$ cat src/rtl/mf_pkg.sv
// +--------------------------------------------------------------------+
// | mf_pkg : shared constants, state encoding and counter widths for   |
// |          the matched-filter tap sequencer.   Rev 1.0               |
// +--------------------------------------------------------------------+
`default_nettype none

package mf_pkg;

   localparam int MF_ORDER  = 60;
   localparam int NUM_TAPS  = MF_ORDER + 1;
   localparam int MF_BUF_AW = 6;

   typedef enum logic [1:0] {
      ST_IDLE  = 2'd0,
      ST_RUN   = 2'd1,
      ST_DRAIN = 2'd2,
      ST_DONE  = 2'd3
   } mf_state_e;

   // Bits needed to hold values 0..max_val (at least one).
   function automatic int mf_cnt_w(input int max_val);
      int w;
      w = 1;
      while ((1 << w) <= max_val) w++;
      return w;
   endfunction

   // k and fill share one width so they compare without extension; fill reaches NUM_TAPS.
   localparam int K_W    = mf_cnt_w(NUM_TAPS);
   localparam int FILL_W = mf_cnt_w(NUM_TAPS);

endpackage

`default_nettype wire

$ cat src/rtl/mf_tap_counter.sv
// +--------------------------------------------------------------------+
// | mf_tap_counter : loadable 0..ORDER up-counter with terminal-count  |
// |                  flag; holds at ORDER.   Rev 1.0                   |
// +--------------------------------------------------------------------+
`default_nettype none

module mf_tap_counter
   import mf_pkg::*;
#(
   parameter int ORDER = MF_ORDER,
   parameter int CNT_W = K_W
) (
   input  logic             clk,
   input  logic             rst,
   input  logic             load,
   input  logic             en,
   output logic [CNT_W-1:0] cnt,
   output logic [CNT_W-1:0] cnt_nxt,
   output logic             tc
);

   logic [CNT_W-1:0] cnt_q;
   logic [CNT_W-1:0] cnt_d;

   assign tc = (cnt_q == CNT_W'(ORDER));

   always_comb begin
      cnt_d = cnt_q;
      if (load) begin
         cnt_d = '0;
      end else if (en && !tc) begin
         cnt_d = cnt_q + 1'b1;
      end
   end

   always_ff @(posedge clk or negedge rst) begin
      if (!rst) begin
         cnt_q <= '0;
      end else begin
         cnt_q <= cnt_d;
      end
   end

   assign cnt     = cnt_q;
   assign cnt_nxt = cnt_d;

endmodule

`default_nettype wire

$ cat src/rtl/mf_tap_sequencer.sv
// +--------------------------------------------------------------------+
// | mf_tap_sequencer : matched-filter tap-loop sequencer (ROM/buffer   |
// |   addressing, MAC qualifiers). Optional MF_SEQ_STATUS_EN adds a    |
// |   sticky overrun flag with clr_status.   Rev 1.0                   |
// +--------------------------------------------------------------------+
`default_nettype none

module mf_tap_sequencer
   import mf_pkg::*;
#(
   parameter int ORDER  = MF_ORDER,
   parameter int ADDR_W = 32,
   parameter int BUF_AW = MF_BUF_AW
) (
   input  logic              clk,
   input  logic              rst,
   input  logic              in_valid,
   output logic              in_ready,
   output logic              buf_wr_en,
   output logic [BUF_AW-1:0] buf_wr_addr,
   output logic              buf_rd_en,
   output logic [BUF_AW-1:0] buf_rd_addr,
   output logic              rom_en,
   output logic [ADDR_W-1:0] rom_addr,
   output logic              mac_en,
   output logic              mac_first,
   output logic              mac_zero,
   output logic              out_valid,
   output logic              busy
`ifdef MF_SEQ_STATUS_EN
  ,output logic              overrun,
   input  logic              clr_status
`endif
);

   localparam int CNT_W = mf_cnt_w(ORDER + 1);

   generate
      if ((1 << BUF_AW) < ORDER + 1) begin : g_buf_too_small
         $error("mf_tap_sequencer: 2**BUF_AW must be >= ORDER+1");
      end
      if (ADDR_W < CNT_W) begin : g_addr_too_narrow
         $error("mf_tap_sequencer: ADDR_W too narrow for ORDER");
      end
   endgenerate

   mf_state_e         state_q, state_d;
   logic [BUF_AW-1:0] wr_ptr_q, wr_ptr_d;
   logic [BUF_AW-1:0] base_q, base_d;
   logic [CNT_W-1:0]  fill_cnt_q, fill_cnt_d;

   logic              rom_en_q, rom_en_d;
   logic [ADDR_W-1:0] rom_addr_q, rom_addr_d;
   logic              buf_rd_en_q, buf_rd_en_d;
   logic [BUF_AW-1:0] buf_rd_addr_q, buf_rd_addr_d;
   logic              mac_en_q, mac_en_d;
   logic              mac_first_q, mac_first_d;
   logic              mac_zero_q, mac_zero_d;
   logic              out_valid_q, out_valid_d;
   logic              busy_q, busy_d;

   logic              k_load, k_en, k_tc;
   logic [CNT_W-1:0]  k_q, k_d;
   logic              accept;

   mf_tap_counter #(
      .ORDER (ORDER),
      .CNT_W (CNT_W)
   ) u_tap_counter (
      .clk     (clk),
      .rst     (rst),
      .load    (k_load),
      .en      (k_en),
      .cnt     (k_q),
      .cnt_nxt (k_d),
      .tc      (k_tc)
   );

   assign in_ready    = (state_q == ST_IDLE);
   assign accept      = in_ready && in_valid;
   assign buf_wr_en   = accept;
   assign buf_wr_addr = wr_ptr_q;

   always_comb begin
      state_d    = state_q;
      wr_ptr_d   = wr_ptr_q;
      base_d     = base_q;
      fill_cnt_d = fill_cnt_q;
      k_load     = 1'b0;
      k_en       = 1'b0;

      case (state_q)
         ST_IDLE: begin
            if (in_valid) begin
               state_d  = ST_RUN;
               base_d   = wr_ptr_q;
               wr_ptr_d = wr_ptr_q + 1'b1;
               k_load   = 1'b1;
               if (fill_cnt_q != CNT_W'(ORDER + 1)) begin
                  fill_cnt_d = fill_cnt_q + 1'b1;
               end
            end
         end
         ST_RUN: begin
            k_en = 1'b1;
            if (k_tc) begin
               state_d = ST_DRAIN;
            end
         end
         ST_DRAIN: state_d = ST_DONE;
         ST_DONE:  state_d = ST_IDLE;
         default:  state_d = ST_IDLE;
      endcase

      // Address outputs follow the state/k we are entering so they are valid from the first RUN cycle.
      rom_en_d      = (state_d == ST_RUN);
      rom_addr_d    = rom_en_d ? ADDR_W'(k_d) : '0;
      buf_rd_en_d   = rom_en_d;
      buf_rd_addr_d = rom_en_d ? (base_d - BUF_AW'(k_d)) : '0;

      // MAC qualifiers describe the address issued this cycle, landing with the read data next cycle.
      mac_en_d      = (state_q == ST_RUN);
      mac_first_d   = mac_en_d && (k_q == '0);
      mac_zero_d    = mac_en_d && (k_q >= fill_cnt_q);

      out_valid_d   = (state_d == ST_DONE);
      busy_d        = (state_d != ST_IDLE);
   end

   always_ff @(posedge clk or negedge rst) begin
      if (!rst) begin
         state_q       <= ST_IDLE;
         wr_ptr_q      <= '0;
         base_q        <= '0;
         fill_cnt_q    <= '0;
         rom_en_q      <= 1'b0;
         rom_addr_q    <= '0;
         buf_rd_en_q   <= 1'b0;
         buf_rd_addr_q <= '0;
         mac_en_q      <= 1'b0;
         mac_first_q   <= 1'b0;
         mac_zero_q    <= 1'b0;
         out_valid_q   <= 1'b0;
         busy_q        <= 1'b0;
      end else begin
         state_q       <= state_d;
         wr_ptr_q      <= wr_ptr_d;
         base_q        <= base_d;
         fill_cnt_q    <= fill_cnt_d;
         rom_en_q      <= rom_en_d;
         rom_addr_q    <= rom_addr_d;
         buf_rd_en_q   <= buf_rd_en_d;
         buf_rd_addr_q <= buf_rd_addr_d;
         mac_en_q      <= mac_en_d;
         mac_first_q   <= mac_first_d;
         mac_zero_q    <= mac_zero_d;
         out_valid_q   <= out_valid_d;
         busy_q        <= busy_d;
      end
   end

   assign rom_en      = rom_en_q;
   assign rom_addr    = rom_addr_q;
   assign buf_rd_en   = buf_rd_en_q;
   assign buf_rd_addr = buf_rd_addr_q;
   assign mac_en      = mac_en_q;
   assign mac_first   = mac_first_q;
   assign mac_zero    = mac_zero_q;
   assign out_valid   = out_valid_q;
   assign busy        = busy_q;

`ifdef MF_SEQ_STATUS_EN
   logic overrun_q, overrun_d;

   // A fresh drop outranks a clear issued in the same cycle.
   always_comb begin
      overrun_d = overrun_q;
      if (clr_status) overrun_d = 1'b0;
      if (in_valid && !in_ready) overrun_d = 1'b1;
   end

   always_ff @(posedge clk or negedge rst) begin
      if (!rst) begin
         overrun_q <= 1'b0;
      end else begin
         overrun_q <= overrun_d;
      end
   end

   assign overrun = overrun_q;
`endif

endmodule

`default_nettype wire

$ cat config.mk
export PLATFORM = sky130hd
export DESIGN_NAME = mf_tap_sequencer
export DESIGN_NICKNAME = d
export VERILOG_FILES = /design/src/rtl/mf_pkg.sv /design/src/rtl/mf_tap_counter.sv /design/src/rtl/mf_tap_sequencer.sv
export SDC_FILE = /design/constraint.sdc
export NUM_CORES = 1
export LEC_CHECK = 0
export BUFFER_PORTS_ARGS = -buffer_cell sky130_fd_sc_hd__buf_4
export CORE_ASPECT_RATIO = 0.5
export CORE_MARGIN = 3
export CORE_UTILIZATION = 45
export CTS_CLUSTER_DIAMETER = 40
export DETAILED_ROUTE_END_ITERATION = 8
export GPL_TIMING_DRIVEN = 0
export PLACE_DENSITY = 0.76
export SYNTH_ARGS = -nofsm -noshare
export SYNTH_HDL_FRONTEND = slang
export SYNTH_SLANG_ARGS = --single-unit
export TNS_END_PERCENT = 20
$ cat constraint.sdc
create_clock -name clk -period 4 [get_ports clk]
set_input_delay 0.4 -clock clk [delete_from_list [all_inputs] [get_ports clk]]
set_output_delay 0.4 -clock clk [all_outputs]
set_load 0.05 [all_outputs]
Word level (Yosys, flattened, before mapping) --
Index checks and enable logic that the tools add are counted.
Cells by class: reduce and logical (&&, ||, !) cells 10, equal/unequal tests 7, muxes and demuxes 12, magnitude comparators 1, add/sub/neg operators 4
Operators with widths (number):
- 6-bit two-way mux | 6
- 6-bit by 1-bit adder with 6-bit output, second input constant | 3
- 2-bit case mux with 4 select lines | 1
- 2-bit equality test, second input constant | 3
- 6-bit equality test, second input constant | 1
- 6-bit greater-or-equal comparator | 1
- 6-bit zero test | 1
- 6-bit inequality test, second input constant | 1
- 6-bit subtractor | 1
- 2-bit by 1-bit equality test with 1-bit output, second input constant | 2
- 1-bit logical AND | 4
- 2-bit two-way mux | 2
- 1-bit two-way mux | 3
- 3-bit AND reduction | 1
- 2-bit zero test | 1
- 2-bit AND reduction | 1
- 2-bit nonzero test | 1
- 1-bit zero test | 1
Word-level totals: word-level logic and storage cells 47, bits in registers 44, output and inout bits 53, bits of input ports 3

Depth between registers and ports, before layout --
word-level depth 7, mapped depth 13, depth with buffers taken out 12

Hierarchy --
Synthesis repeated with hierarchy kept, for this count alone.
Unflattened totals: cell total of the unflattened synthesis 218, area total of the unflattened synthesis 2378.5 sq um
Modules (own cells, without submodules):
- mf_tap_sequencer | seq. area each 950.9 sq um, instances 1, cells an instance 177, area each 1976.9 sq um
- mf_tap_counter | seq. area each 150.1 sq um, instances 1, cells an instance 41, area each 401.6 sq um

Worst setup path before layout --
OpenSTA, ideal clock, no wires.
path type reg-to-reg, from register state_q[0], to register buf_rd_addr_q[5], in the netlist buf_rd_addr[5], library setup time 0.126 ns, path slack 0.888 ns, clock period less this slack 3.112 ns, required time 3.874 ns, data arrival time 2.986 ns, buffers on the path 2, stages on the path, launching flop included 14, cell sequence dfrtp_1 nor2_1 nand2_1 inv_1 buf_4 buf_4 nand2_1 nand2_1 ha_1 nor2b_1 o31a_1 o21ai_0 a21o_1 mux2i_1
On the way: elaborated cells between the ends (all ways) 16, classes of those cells add/sub: 1; eq/ne: 4; mux: 9; reduce/logical: 2
RTL lines:
- start: declaration | RTL line mf_tap_sequencer.sv:47 | mf_state_e state_q, state_d;
- start signal: assignment | RTL line mf_tap_sequencer.sv:146 | state_q <= state_d;
- 2-bit zero test
- named net in_ready | RTL line mf_tap_sequencer.sv:18 | output logic in_ready,
- 6-bit two-way mux | RTL line mf_tap_sequencer.sv:92 | case (state_q)
- named net base_d[1] | RTL line mf_tap_sequencer.sv:49 | logic [BUF_AW-1:0] base_q, base_d;
- 6-bit subtractor | RTL line mf_tap_sequencer.sv:119 | buf_rd_addr_d = rom_en_d ? (base_d - BUF_AW'(k_d)) : '0;
- 6-bit two-way mux | RTL line mf_tap_sequencer.sv:119
- named net buf_rd_addr_d[5] | RTL line mf_tap_sequencer.sv:55 | logic [BUF_AW-1:0] buf_rd_addr_q, buf_rd_addr_d;
- end signal: assignment | RTL line mf_tap_sequencer.sv:153 | buf_rd_addr_q <= buf_rd_addr_d;
- end: declaration | RTL line mf_tap_sequencer.sv:55
The timed path passes the listed nets, and every way through them passes these cells. A chain may end at the register's enable or synchronous reset.

Final worst setup path --
from register u_tap_counter.cnt_q[3], in the netlist u_tap_counter.cnt[3], to register buf_rd_addr_q[5], in the netlist buf_rd_addr[5]
On the way: cells in the longest elaborated chain, start to end 7, elaborated cells between the ends (all ways) 11, classes of those cells add/sub: 2; eq/ne: 2; mux: 5; reduce/logical: 2
RTL lines:
- start: declaration | RTL line mf_tap_counter.sv:22 | logic [CNT_W-1:0] cnt_q;
- start signal: assignment | RTL line mf_tap_counter.sv:40 | cnt_q <= cnt_d;
- parallel branches: the longest is 6 deep, another holds 6-bit by 1-bit adder with 6-bit output
- 6-bit two-way mux * | RTL line mf_tap_sequencer.sv:119
- named net buf_rd_addr_d[5] | RTL line mf_tap_sequencer.sv:55
Mark *: on every way through the listed nets, which the timed path passes.

==> flow_summary.ini <==
[global_route]
grt_overflow_total = 0
track_usage_pct = 15.5
grt_max_degree = 45
grt_pass1_wl_um = 7610
grt_pass1_vias = 1640
antenna_found_initial = 0

[sta]
rsz0062_at_grt = false
skew_ps = 8.87
hold_viol = 0
finalCritPeriodShare_pct = 71.9
setup_violations = 0
finalSetupTns_ps = 0
maxSlewViolCount = 0
max_freq_mhz = 348
relSlewSlack_pct = 64.2
fin_crit_ps = 2880
tightestPinTransition_ps = 537

[die]
start_util_pct = 50.0
die-height_um = 57.2
core_um2 = 4720
die_area_um2 = 6200
ios = 56
die_w_um = 108
row_count = 17

[pwr]
p_leak_uw = 0.00153
power_density_nw_per_um2 = 925
clockPowerShare_pct = 17.1
ir_worst_vdd_v = 0.000315
p_comb_share_pct = 55.6
p_seq_share_pct = 27.3
p_int_uw = 1480
power_switching_uw = 1220
switching_share_pct = 45.2

[critical_path]
r2r-start = u_tap_counter.cnt[3]
critPathKind = reg2reg
start_kind = flip-flop
cp_top_family = compound AO/OA/AOI/OAI gates
crit_chain = and3_1 -> buf_6 -> a31oi_4 -> and2_1 -> a21oi_1 -> or2_1 -> ha_1 -> nor2b_1 -> o31a_1 -> o21ai_0 -> a21o_1 -> mux2i_1
critical_path_depth = 12
cpPeakStageDelay_ps = 470
path_max_fanout = 6
arrival_ps = 3050
critPathCaptureType = flip-flop
path_buf_inv = 1
reg2reg_depth = 12
slowest_stage = dfrtp_1
critPathLaunch = u_tap_counter.cnt[3]
required_ps = 4180

[cts]
clockRootBuffer = clkbuf_8
cts_max_level = 2
postCtsResizedCells = 0
cts_tree = done
cts.sinks = 44
clk_latency_ps = 290
hold_buffers = 0
path_clk_slew_ps = 80
cts_made_buffers = 5
cts_setup_buffers = 0
cts.path.max_buffers = 2

[synth]
syn_area_per_cell_um2 = 10.4
yosysTopAreaCell = dfrtp_1
netlist_area_um2 = 2360
synth.most_common_cell = dfrtp_1
synth_top_flop_cell = dfrtp_1
synth_edf_count = 0
yosysWarnings = 0
synth-seq-cells = 44
yosysTopAreaCellShare_pct = 46.7
synthDistinctLibCells = 36
synthArstFlopShare_pct = 100
synth_common_cells = 44 x dfrtp_1, 29 x buf_4, 27 x nand2_1
syn_inst = 227
synth_area_leaders = dfrtp_1 47%, buf_4 9.2%, ha_1 8.5%, nand2_1 4.3%, xnor2_1 4.1%
ys_seq_area_share_pct = 46.7

[finish]
synthToLayoutAreaGrowth_pct = 23.4
n_antenna_cell = 0
n_fill_cell = 372
drive_above_1_share_pct = 26.3
final-seq-area_um2 = 1100
multi_input_area_um2 = 1070
fin_nets = 308
finish.instance_area_um2 = 2910

[placed_design]
port_buffers = 29
post_dp_cell_area_um2 = 2750
dp_hpwl_um = 3220
place.gp.congestion = 0.800

[route]
wirelength_um = 4420
ant_nets = 0
wl_per_cell_um = 12.4
drc = 0
vias = 1640
avgViaCountPerCell = 4.62
drt_iter0_markers = 84
firstDrtPassIters = 4

[job]
cap_violations = 0

[run_status]
status = complete, no violations

[worst_hold_path]
hp-class = in2async
==> stage by stage <==
stage / worst slack [ps] / utilization [%] / hold WS [ps] / cells / power (uW)
3_3_place_gp: 1250 / 58.3 / 411 / 347 / 2160
5_1_grt: 983 / 61.7 / 116 / 355 / 2890
3_5_place_dp: 1180 / 58.3 / 422 / 347 / 2220
6_report: 1120 / 61.7 / 85.1 / 355 / 2690
2_1_floorplan: 888 / - / 104 / 252 / 1850
4_1_cts: 1150 / 61.7 / 92.6 / 355 / 2710
==> power by group through the flow <==
stage	clock network, uW	logic [uW]	registers (uW)
after floorplan	0	809	1040
after global placement	0	1430	734
final	461	1500	736
after global routing	490	1640	762
after CTS	471	1500	735
after detailed placement	0	1480	742
==> metal layers <==
metal	share of wire, %	up-vias	wire length (um)	global-route usage [%]
met2	48	61	2120	25.6
met4	1.1	0	48	4.50
met3	5.4	6	240	3.50
met1	45	771	2010	20.5
li1	-	802	-	-
met5	0	-	0	0
==> state kept, by name, summed over array words and instances, names as in the netlist, 2 cells and up <==
name               count
fill_cnt_q             6
buf_wr_addr            6
u_tap_counter.cnt      6
rom_addr               6
buf_rd_addr            6
base_q                 6
state_q                2
==> path summary, 6_finish.rpt <==
| path | to | slack (ps) |
|---|---|---|
| max | buf_rd_addr[5] | 1120 |
| min | buf_wr_addr[2] | 90 |
| max reg2reg | buf_rd_addr[5] | 1120 |
| min reg2reg | base_q[2] | 490 |
| max in group asynchronous | u_tap_counter.cnt[4] | 3540 |
| min in group clk | base_q[2] | 490 |
==> kinds of logic (layout without fill, tap and decap cells) <==
| family | count (synthesis) | count (layout) | share of synthesized area (%) |
|---|---|---|---|
| AO/OA/AOI/OAI | 22 | 22 | 7.10 |
| flip-flops | 44 | 44 | 46.7 |
| adder cells (fa/ha/maj) | 17 | 17 | 9.33 |
| XOR/XNOR | 18 | 18 | 6.68 |
| AND/OR/NAND/NOR | 75 | 75 | 15.8 |
| buffers and inverters | 45 | 82 | 12.1 |
| multiplexers | 5 | 5 | 2.17 |
| other | 1 | 26 | 0.159 |
==> area by class of cell <==
type                       count  share of cell area, %
buffer                        31                   7.99
timing repair buffer          29                   7.47
clock buffer                   5                   2.36
sequential                    44                   37.8
inverter                      14                   1.80
clock inverter                 3                   3.09
tap                           66                   2.84
multi-input combinational    163                   36.6
==> cell usage in the layout (no fill, tap or decap) <==
master / count
buf_4: 58
nand2b_1: 2
clkbuf_8: 5
xor2_1: 7
a31oi_1: 2
a21o_1: 4
mux2i_1: 4
o31a_1: 1
nor2_4: 2
or4b_2: 1
a41o_1: 1
conb_1: 26
a31oi_4: 1
nand2_1: 27
mux2_2: 1
clkbuf_1: 1
or2_1: 2
and3_1: 3
o21ai_0: 6
ha_1: 16
nor2_1: 15
xnor2_1: 11
o21a_1: 2
bufinv_16: 3
fa_1: 1
or2b_4: 1
a31o_4: 1
nand3_1: 6
nor2_2: 2
dfrtp_1: 44
nor2b_1: 2
buf_6: 1
nand4_1: 4
and2_1: 6
a211oi_1: 1
nor3_1: 2
a21oi_1: 3
inv_1: 14
(Power assumes the default switching activity.)
